==> config.mk <==
export PLATFORM = sky130hd
export DESIGN_NAME = tube_scroll_sched
export DESIGN_NICKNAME = d
export VERILOG_FILES = /design/src/rtl/tube_scroll_sched_pkg.sv /design/src/rtl/tube_port_arb.sv /design/src/rtl/tube_scroll_sched.sv
export SDC_FILE = /design/constraint.sdc
export NUM_CORES = 1
export LEC_CHECK = 0
export CORE_MARGIN = 5
export CORE_UTILIZATION = 55
export CTS_CLUSTER_DIAMETER = 50
export DETAILED_ROUTE_END_ITERATION = 12
export DONT_BUFFER_PORTS = 1
export GPL_ROUTABILITY_DRIVEN = 0
export GPL_TIMING_DRIVEN = 0
export PLACE_DENSITY = 0.7
export SETUP_SLACK_MARGIN = 0.3
export SLEW_MARGIN = 40
export SYNTH_ARGS = -nofsm -noshare
export SYNTH_HDL_FRONTEND = slang
export SYNTH_HIERARCHICAL = 1
export SYNTH_SLANG_ARGS = --single-unit
==> constraint.sdc <==
create_clock -name clk -period 8.2 [get_ports clk]
set_clock_uncertainty 0.15 [all_clocks]
set_input_delay 0.41 -clock clk [delete_from_list [all_inputs] [get_ports clk]]
set_output_delay 0.41 -clock clk [all_outputs]
set_load 0.02 [all_outputs]
==> src/rtl/tube_scroll_sched_pkg.sv <==
// Shared constants, FSM encoding and byte-merge helper for tube_scroll_sched.
package tube_scroll_sched_pkg;

    localparam logic [31:0] BASE           = 32'h0000_7f60;
    localparam logic [31:0] TUBE_DATA_ADDR = 32'h0000_7f50;
    localparam logic [31:0] TUBE_LO        = 32'h0000_7f50;
    localparam logic [31:0] TUBE_HI        = 32'h0000_7f57;
    localparam logic [31:0] WIN_BYTES      = 32'd28;

    localparam logic [2:0] REG_CTRL   = 3'd0;
    localparam logic [2:0] REG_PERIOD = 3'd1;
    localparam logic [2:0] REG_BUF0   = 3'd2;
    localparam logic [2:0] REG_BUF3   = 3'd5;
    localparam logic [2:0] REG_STATUS = 3'd6;

    localparam int unsigned CTRL_EN     = 0;
    localparam int unsigned CTRL_DIR    = 1;
    localparam int unsigned CTRL_REPEAT = 2;
    localparam int unsigned CTRL_IRQ_EN = 3;

    typedef enum logic [1:0] {
        S_IDLE,
        S_COUNT,
        S_PEND,
        S_STEP
    } state_e;

    function automatic logic [31:0] be_merge(input logic [31:0] old_v,
                                             input logic [31:0] new_v,
                                             input logic [3:0]  be);
        logic [31:0] r;
        for (int unsigned i = 0; i < 4; i++) begin
            r[8*i +: 8] = be[i] ? new_v[8*i +: 8] : old_v[8*i +: 8];
        end
        return r;
    endfunction

    function automatic logic in_tube(input logic [31:0] a);
        return (a >= TUBE_LO) && (a <= TUBE_HI);
    endfunction

    function automatic logic in_win(input logic [31:0] a);
        return (a >= BASE) && (a < BASE + WIN_BYTES);
    endfunction

endpackage

==> src/rtl/tube_port_arb.sv <==
// Tube port mux: CPU accesses to the tube range win; otherwise a pending scroller write is granted.
module tube_port_arb
    import tube_scroll_sched_pkg::*;
(
    input  logic [31:0] Addr,
    input  logic [3:0]  ByteEn,
    input  logic [31:0] Din,
    input  logic        pend_i,
    input  logic [31:0] window_i,
    output logic [31:0] tube_Addr,
    output logic [3:0]  tube_ByteEn,
    output logic [31:0] tube_Din,
    output logic        grant_o
);

    always_comb begin
        tube_Addr   = '0;
        tube_ByteEn = '0;
        tube_Din    = '0;
        grant_o     = 1'b0;
        if (in_tube(Addr)) begin
            tube_Addr   = Addr;
            tube_ByteEn = ByteEn;
            tube_Din    = Din;
        end else if (pend_i) begin
            tube_Addr   = TUBE_DATA_ADDR;
            tube_ByteEn = '1;
            tube_Din    = window_i;
            grant_o     = 1'b1;
        end
    end

endmodule

==> src/rtl/tube_scroll_sched.sv <==
// Scrolls a 32-nibble buffer across the 8-digit tube and arbitrates the tube port.
// Optional irq output is enabled by defining TUBE_SCROLL_IRQ_EN.
module tube_scroll_sched
    import tube_scroll_sched_pkg::*;
(
    input  logic        clk,
    input  logic        rst,
    input  logic [31:0] Addr,
    input  logic [3:0]  ByteEn,
    input  logic [31:0] Din,
    output logic [31:0] Dout,
    output logic [31:0] tube_Addr,
    output logic [3:0]  tube_ByteEn,
    output logic [31:0] tube_Din,
    input  logic [31:0] tube_Dout
`ifdef TUBE_SCROLL_IRQ_EN
    ,
    output logic        irq
`endif
);

`ifdef TUBE_SCROLL_IRQ_EN
    localparam logic [3:0] CTRL_MASK = 4'hF;
`else
    localparam logic [3:0] CTRL_MASK = 4'h7;
`endif

    state_e       state_q, state_d;
    logic [3:0]   ctrl_q, ctrl_d;
    logic [31:0]  period_q, period_d;
    logic [127:0] buf_q, buf_d;
    logic [4:0]   pos_q, pos_d;
    logic         done_q, done_d;
    logic [31:0]  cnt_q, cnt_d;

    logic [2:0]   widx;
    logic [1:0]   bsel;
    logic         win_hit, cpu_wr, en_eff, busy, grant, pend;
    logic [31:0]  reg_cur, merged, per_eff, window;
    logic [4:0]   pos_step;

    assign win_hit  = in_win(Addr);
    assign widx     = 3'((Addr - BASE) >> 2);
    assign bsel     = 2'(widx - REG_BUF0);
    assign cpu_wr   = win_hit && (ByteEn != 4'h0);
    assign busy     = (state_q != S_IDLE);
    assign per_eff  = (period_q == 32'd0) ? 32'd1 : period_q;
    assign pos_step = ctrl_q[CTRL_DIR] ? pos_q - 5'd1 : pos_q + 5'd1;
    assign merged   = be_merge(reg_cur, Din, ByteEn);

    always_comb begin
        reg_cur = '0;
        if (widx == REG_CTRL) begin
            reg_cur = {28'b0, ctrl_q};
        end else if (widx == REG_PERIOD) begin
            reg_cur = period_q;
        end else if (widx >= REG_BUF0 && widx <= REG_BUF3) begin
            reg_cur = buf_q[{bsel, 5'b0} +: 32];
        end else if (widx == REG_STATUS) begin
            reg_cur = {22'b0, done_q, busy, 3'b0, pos_q};
        end
    end

    always_comb begin
        Dout = '0;
        if (win_hit) begin
            Dout = reg_cur;
        end else if (in_tube(Addr)) begin
            Dout = tube_Dout;
        end
    end

    always_comb begin
        window = '0;
        for (int unsigned k = 0; k < 8; k++) begin
            logic [4:0] idx;
            idx = pos_q + 5'(k);
            window[4*k +: 4] = buf_q[{idx, 2'b00} +: 4];
        end
    end

    // An EN clear arriving this cycle must already suppress the pending write.
    assign pend = (state_q == S_PEND) && en_eff;

    tube_port_arb u_arb (
        .Addr        (Addr),
        .ByteEn      (ByteEn),
        .Din         (Din),
        .pend_i      (pend),
        .window_i    (window),
        .tube_Addr   (tube_Addr),
        .tube_ByteEn (tube_ByteEn),
        .tube_Din    (tube_Din),
        .grant_o     (grant)
    );

    always_comb begin
        ctrl_d   = ctrl_q;
        period_d = period_q;
        buf_d    = buf_q;
        pos_d    = pos_q;
        done_d   = done_q;
        cnt_d    = cnt_q;
        state_d  = state_q;

        if (cpu_wr) begin
            if (widx == REG_CTRL) begin
                ctrl_d = merged[3:0] & CTRL_MASK;
            end else if (widx == REG_PERIOD) begin
                period_d = merged;
            end else if (widx >= REG_BUF0 && widx <= REG_BUF3) begin
                buf_d[{bsel, 5'b0} +: 32] = merged;
            end else if (widx == REG_STATUS) begin
                done_d = 1'b0;
                if (ByteEn[0] && !busy) pos_d = Din[4:0];
            end
        end
        en_eff = ctrl_d[CTRL_EN];

        unique case (state_q)
            S_IDLE: begin
                if (ctrl_q[CTRL_EN] && en_eff) begin
                    cnt_d   = '0;
                    state_d = S_COUNT;
                end
            end
            S_COUNT: begin
                if (!en_eff) begin
                    state_d = S_IDLE;
                end else begin
                    cnt_d = cnt_q + 32'd1;
                    if (cnt_q + 32'd1 >= per_eff) state_d = S_PEND;
                end
            end
            S_PEND: begin
                if (!en_eff)    state_d = S_IDLE;
                else if (grant) state_d = S_STEP;
            end
            S_STEP: begin
                if (!en_eff) begin
                    state_d = S_IDLE;
                end else begin
                    pos_d = pos_step;
                    cnt_d = '0;
                    if (!ctrl_q[CTRL_REPEAT] && pos_step == 5'd0) begin
                        ctrl_d[CTRL_EN] = 1'b0;
                        done_d          = 1'b1;
                        state_d         = S_IDLE;
                    end else begin
                        state_d = S_COUNT;
                    end
                end
            end
            default: state_d = S_IDLE;
        endcase
    end

    always_ff @(posedge clk) begin
        if (rst) begin
            state_q  <= S_IDLE;
            ctrl_q   <= '0;
            period_q <= '0;
            buf_q    <= '0;
            pos_q    <= '0;
            done_q   <= 1'b0;
            cnt_q    <= '0;
        end else begin
            state_q  <= state_d;
            ctrl_q   <= ctrl_d;
            period_q <= period_d;
            buf_q    <= buf_d;
            pos_q    <= pos_d;
            done_q   <= done_d;
            cnt_q    <= cnt_d;
        end
    end

`ifdef TUBE_SCROLL_IRQ_EN
    logic irq_q;
    always_ff @(posedge clk) begin
        if (rst) irq_q <= 1'b0;
        else     irq_q <= done_q & ctrl_q[CTRL_IRQ_EN];
    end
    assign irq = irq_q;
`endif

endmodule

# ---- Word-level counts from Yosys, hierarchy flattened
# Index checks and enable logic that the tools add are counted.
dict set report word_totals {
  regBits 203
  out_inout_bits 100
  wordCells 126
}
dict set report op_classes {
  n_addsub 12
  order_cmp 7
  eq_ne 10
  n_shift 11
  muxes 54
  bitwise 2
  n_reduce_logical 22
}
# operator count
set op_table {}
lappend op_table {{$shiftx A128 B8 Y4} 8}
lappend op_table {{$mux W32} 12}
lappend op_table {{$bwmux W128} 1}
lappend op_table {{$shift A32 B9 Y128 const A} 1}
lappend op_table {{$shiftx A128 B8 Y32} 1}
lappend op_table {{$shiftx A32 B9 Y128} 1}
lappend op_table {{$pmux W32 S3} 1}
lappend op_table {{$ge A32 B15 Y1 const B} 2}
lappend op_table {{$mux W5} 9}
lappend op_table {{$add A32 B1 Y32 const B} 1}
lappend op_table {{$ge A32 B32 Y1} 1}
lappend op_table {{$le A32 B15 Y1 const B} 1}
lappend op_table {{$logic_not A32 Y1} 1}
lappend op_table {{$lt A32 B15 Y1 const B} 1}
lappend op_table {{$mux W8} 4}
lappend op_table {{$add A5 B3 Y5 const B} 4}
lappend op_table {{$mux W1} 17}
lappend op_table {{$mux W15} 1}
lappend op_table {{$add A5 B2 Y5 const B} 2}
lappend op_table {{$mux W10} 1}
lappend op_table {{$mux W2} 5}
lappend op_table {{$sub A5 B1 Y5 const B} 2}
lappend op_table {{$neg A7 Y9} 1}
lappend op_table {{$logic_and A1 B1 Y1} 8}
lappend op_table {{other kinds (23)} 32}

# ---- Depth between registers and ports, before layout
dict set report logic_depth {
  word_depth 15
  mapped_depth 17
  depth_no_buf 15
}

# ---- Hierarchy
# The synthesis kept the hierarchy.
# mod n_inst cells_each area_per_inst_um2
set modules_own_cells {}
lappend modules_own_cells {tube_scroll_sched 1 1670 15899.0}
lappend modules_own_cells {tube_port_arb 1 163 1098.6}

# ---- Least setup slack after synthesis
# OpenSTA, ideal clock, no wires.
dict set report synth_path {
  path_type {register -> output}
  startpoint {reg pos_q[1]}
  endpoint {out tube_Din[13]}
  arrival_time_ps 3717
  required_ps 7640
  path_slack_ps 3923
  stages_incl_launch_ff 12
  n_path_buf 4
  cell_sequence {dfxtp_1 -> clkbuf_1 -> clkbuf_1 -> buf_1 -> inv_1 -> ha_1 -> xnor2_1 -> buf_2 -> mux4_2 -> mux2i_1 -> nand2_1 -> mux2i_1}
}
dict set report synth_between {
  elab_chain_len 4
}
# item line_no
set synth_lines {}
lappend synth_lines {{from (decl)} tube_scroll_sched.sv:32} ;# logic [4:0] pos_q, pos_d;
lappend synth_lines {{from (signal assigned)} tube_scroll_sched.sv:172} ;# pos_q <= pos_d;
lappend synth_lines {{$add A5 B2 Y5} tube_scroll_sched.sv:77} ;# idx = pos_q + 5'(k);
lappend synth_lines {{$shiftx A128 B8 Y4} tube_scroll_sched.sv:78} ;# window[4*k +: 4] = buf_q[{idx, 2'b00} +: 4];
lappend synth_lines {{net window[13]} tube_scroll_sched.sv:39} ;# logic [31:0] reg_cur, merged, per_eff, window;
lappend synth_lines {{$mux W32} tube_port_arb.sv:25} ;# end else if (pend_i) begin
lappend synth_lines {{$mux W32} tube_port_arb.sv:21} ;# if (in_tube(Addr)) begin
lappend synth_lines {{to (decl)} tube_scroll_sched.sv:14} ;# output logic [31:0] tube_Din,
# The timed path passes the listed nets, and every way through them passes these cells.

# ---- Worst setup path in the final report
dict set report layout_path {
  startpoint {reg pos_q[1]}
  endpoint {out tube_Din[6]}
}
dict set report layout_between {
  elab_chain_len 4
}
# item line_no
set layout_lines {}
lappend layout_lines {{$add A5 B1 Y5} tube_scroll_sched.sv:77}
lappend layout_lines {{$shiftx A128 B8 Y4} tube_scroll_sched.sv:78}
lappend layout_lines {{net window[6]} tube_scroll_sched.sv:39}
lappend layout_lines {{$mux W32} tube_port_arb.sv:25}
lappend layout_lines {{$mux W32} tube_port_arb.sv:21}
# The timed path passes the listed nets, and every way through them passes these cells.

==> reports/metrics.yaml <==
cts.htree.levels: 1
cts_tree: "yes"
ys_warn_count: 6
cts-root-buf: "clkbuf_16"
insertion_delay_ns: 0.56
worstPathRequired_ns: 7.64
crit_slowest_cell: "buf_1"
die_h_um: 186
initial_core_util: 0.556
drtPass1Iterations: 8
synthXorXnorAreaFrac: 0.0263
combinationalPowerShare: 0.063
cts_made_buffers: 26
syn-cell-area_um2: 17000
rsz0062_at_grt: "no"
synthFlopType: "dfxtp_1"
syn_area_per_cell_um2: 9.27
dp.cells: 2250
synth_cells: 1833
drt_wl_total_um: 71900
vias: 17300
pwr-share-seq: 0.428
vias_per_cell: 7.52
io_pins: 202
setup_tns_ns: 0
hold_viol: 0
async_flop_share: 0
fillerInstances: 2605
clk_pin_slew_ns: 0.06
crit_type: "flop to output port"
relSlewSlack: 0.362
maxCapViolCount: 0
clk_path_buf_depth: 3
synth_cell_type_count: 76
slew_viol_final: 0
crit_path_cell_trace: "clkbuf_1, clkbuf_1, buf_1, inv_1, ha_1, clkbuf_1, clkbuf_1, o21ai_0, mux4_2, mux2i_1, nand2_1, mux2i_1"
grt_max_degree: 15
nNetsFinal: 2034
cellInternalPower_mw: 1.72
max_stage_delay_ns: 0.78
synth_top_area_cell: "dfxtp_1"
dp_hpwl_um: 56700
min_period_ns: 6.51
synth_top_family_by_area: "multiplexers"
switching_power_uw: 591
io_buffers: 0
fin_cells: 2304
ys_ff_latch: 203
setup_violations: 0
crit_top_cell: "clkbuf_1"
synth_fa_ha_area_frac: 0.0361
drt_iter0_markers: 2775
cts_sinks: 203
syn2layout_area_growth_pct: 9.36
first_global_vias: 16000
grt_usage: 0.404
hp-class: "primary input to flop"
crit_path_end_kind: "output port"
pwr_density_cell_nw_per_um2: 124
fin_crit_sh: 0.794
synth_edf_count: 0
synthMuxAreaShare: 0.299
worstMarginPinSlew_ns: 0.947
route.detailed.drc: 0
ys_top_cells_by_area: "dfxtp_1 24%, mux4_2 21%, a22o_1 5.2%"
synth_simple_gate_area_frac: 0.153
status: "finished, final reports clean"
crit_family: "buffers and inverters"
overflow: 0
start_kind: "flop"
drive_gt1_frac: 0.202
dieWidth_um: 186
antenna_found_initial: 5
ys_seq_area_frac: 0.239
synth_top_area_frac: 0.239
max_freq_mhz: 154
peakVddDrop_v: 0.000123
core-area_um2: 30600
grt_pass1_wl_um: 104000
antenna_left: 0
cts_setup_buffers: 0
power.leakage_nw: 6.60
crit_fanout: 10
cp.buffers_inverters: 6
arrival_ns: 5.95
synth_compound_area_frac: 0.179
row_count: 64
p_clk_frac: 0.509
p_sw_frac: 0.256
cts_resized: 0
die-area_um2: 34500
wl_per_cell_um: 31.2
flip-flops by register name (all words and copies together), names as in the netlist:
register  cells
buf_q       128
cnt_q        32
ctrl_q        3
done_q        1
period_q     32
pos_q         5
state_q       2
routing by layer:
layer	up-vias	wire (um)	global-route usage
met5	-	338	0.0343
met4	20	4000	0.153
met3	359	13400	0.220
met2	1708	29300	0.581
met1	8247	24800	0.508
li1	7000	-	-
placed cells by master (no fill, tap or decap), types with 66 or more instances in the layout:
cell	count
a21oi_1	76
a22o_1	100
clkbuf_1	98
dfxtp_1	203
inv_1	77
mux2_2	66
mux2i_1	74
mux4_2	159
nand2_1	212
nor2_1	122
o21ai_0	107
worst register-to-register path, delay by kind of cell, from the launching register on:
kind,cells,cell delay [ns]
AO/OA/AOI/OAI,2,0.48
XOR/XNOR,1,0.58
adder cells (fa/ha/maj),1,0.35
buffers and inverters,4,1.99
flip-flops,1,0.50
multiplexers,1,0.30
AND/OR/NAND/NOR,2,0.26
area by class of cell:
| class | count | area [um2] | area share |
|---|---|---|---|
| antenna | 8 | 20.0 | 0.00108 |
| clock inverter | 15 | 201 | 0.0108 |
| clock buffer | 30 | 676 | 0.0363 |
| buffer | 167 | 847 | 0.0456 |
| sequential | 203 | 4060 | 0.219 |
| inverter | 80 | 300 | 0.0162 |
| multi-input combinational | 1402 | 12000 | 0.644 |
| timing repair buffer | 3 | 22.5 | 0.00121 |
| tap | 396 | 495 | 0.0267 |
Yosys cell counts (6+ instances only):
| master | number |
|---|---|
| xnor2_1 | 34 |
| o21ai_1 | 12 |
| nand4_1 | 22 |
| buf_4 | 25 |
| ha_1 | 49 |
| a22oi_1 | 21 |
| mux4_2 | 159 |
| dfxtp_1 | 203 |
| o21ai_0 | 111 |
| a32o_1 | 8 |
| and2_1 | 6 |
| mux2i_1 | 74 |
| buf_2 | 31 |
| nor2_1 | 122 |
| nand3_1 | 60 |
| and3_1 | 16 |
| or2_2 | 11 |
| nor4_2 | 9 |
| xor2_1 | 17 |
| buf_1 | 8 |
| a21oi_1 | 78 |
| a211oi_1 | 37 |
| nor4_1 | 13 |
| nor3_1 | 15 |
| clkbuf_1 | 95 |
| nand2_1 | 212 |
| o31ai_1 | 7 |
| a22o_1 | 100 |
| mux2_2 | 66 |
| nand3b_1 | 6 |
| a21o_1 | 35 |
| nor2b_1 | 9 |
| inv_1 | 77 |
power groups by stage:
stage / combinational (mW) / clock (mW) / sequential, mW
after global routing: 0.151 / 1.21 / 0.986
after global placement: 0.134 / 0 / 1.01
after CTS: 0.138 / 1.17 / 0.986
final: 0.145 / 1.17 / 0.986
after floorplan: 0.0913 / 0 / 1.01
after detailed placement: 0.137 / 0 / 1.01
repair_timing:
action	in CTS	in global routing
endpoints found under the setup margin	0	0
hold buffers	1	0
hold endpoints to repair	1	0
stage by stage:
| step | power [mW] | utilization | hold WS [ns] | cell area [um2] | setup slack, ns |
|---|---|---|---|---|---|
| after CTS | 2.29 | 0.606 | 0.0224 | 18600 | 1.99 |
| after detailed placement | 1.14 | 0.577 | 0.321 | 17700 | 2.58 |
| after floorplan | 1.10 | - | 0.302 | 17100 | 3.92 |
| after global routing | 2.35 | 0.607 | 0.0407 | 18600 | 1.68 |
| final | 2.31 | 0.608 | 0.0429 | 18600 | 1.69 |
| after global placement | 1.14 | 0.574 | 0.316 | 17600 | 2.64 |
cells by family (layout without fill, tap and decap cells):
family	after synthesis	count (layout)
AO/OA/AOI/OAI	447	447
buffers and inverters	247	295
AND/OR/NAND/NOR	535	535
XOR/XNOR	51	51
other	1	28
multiplexers	300	300
adder cells (fa/ha/maj)	49	49
flip-flops	203	203
path summary, 6_finish.rpt:
check	to	cells after the start	startpoint	slack [ns]
setup / recovery	tube_Din[6]	12	pos_q[1]$_SDFF_PP0_	1.69
hold / removal	pos_q[1]$_SDFF_PP0_	3	Din[1]	0.04
setup reg to reg	state_q[0]$_SDFFE_PP0P_	11	pos_q[1]$_SDFF_PP0_	3.45
hold reg to reg	cnt_q[13]$_SDFFE_PP0P_	2	cnt_q[13]$_SDFFE_PP0P_	0.33
Power figures use the tool's default switching activity.
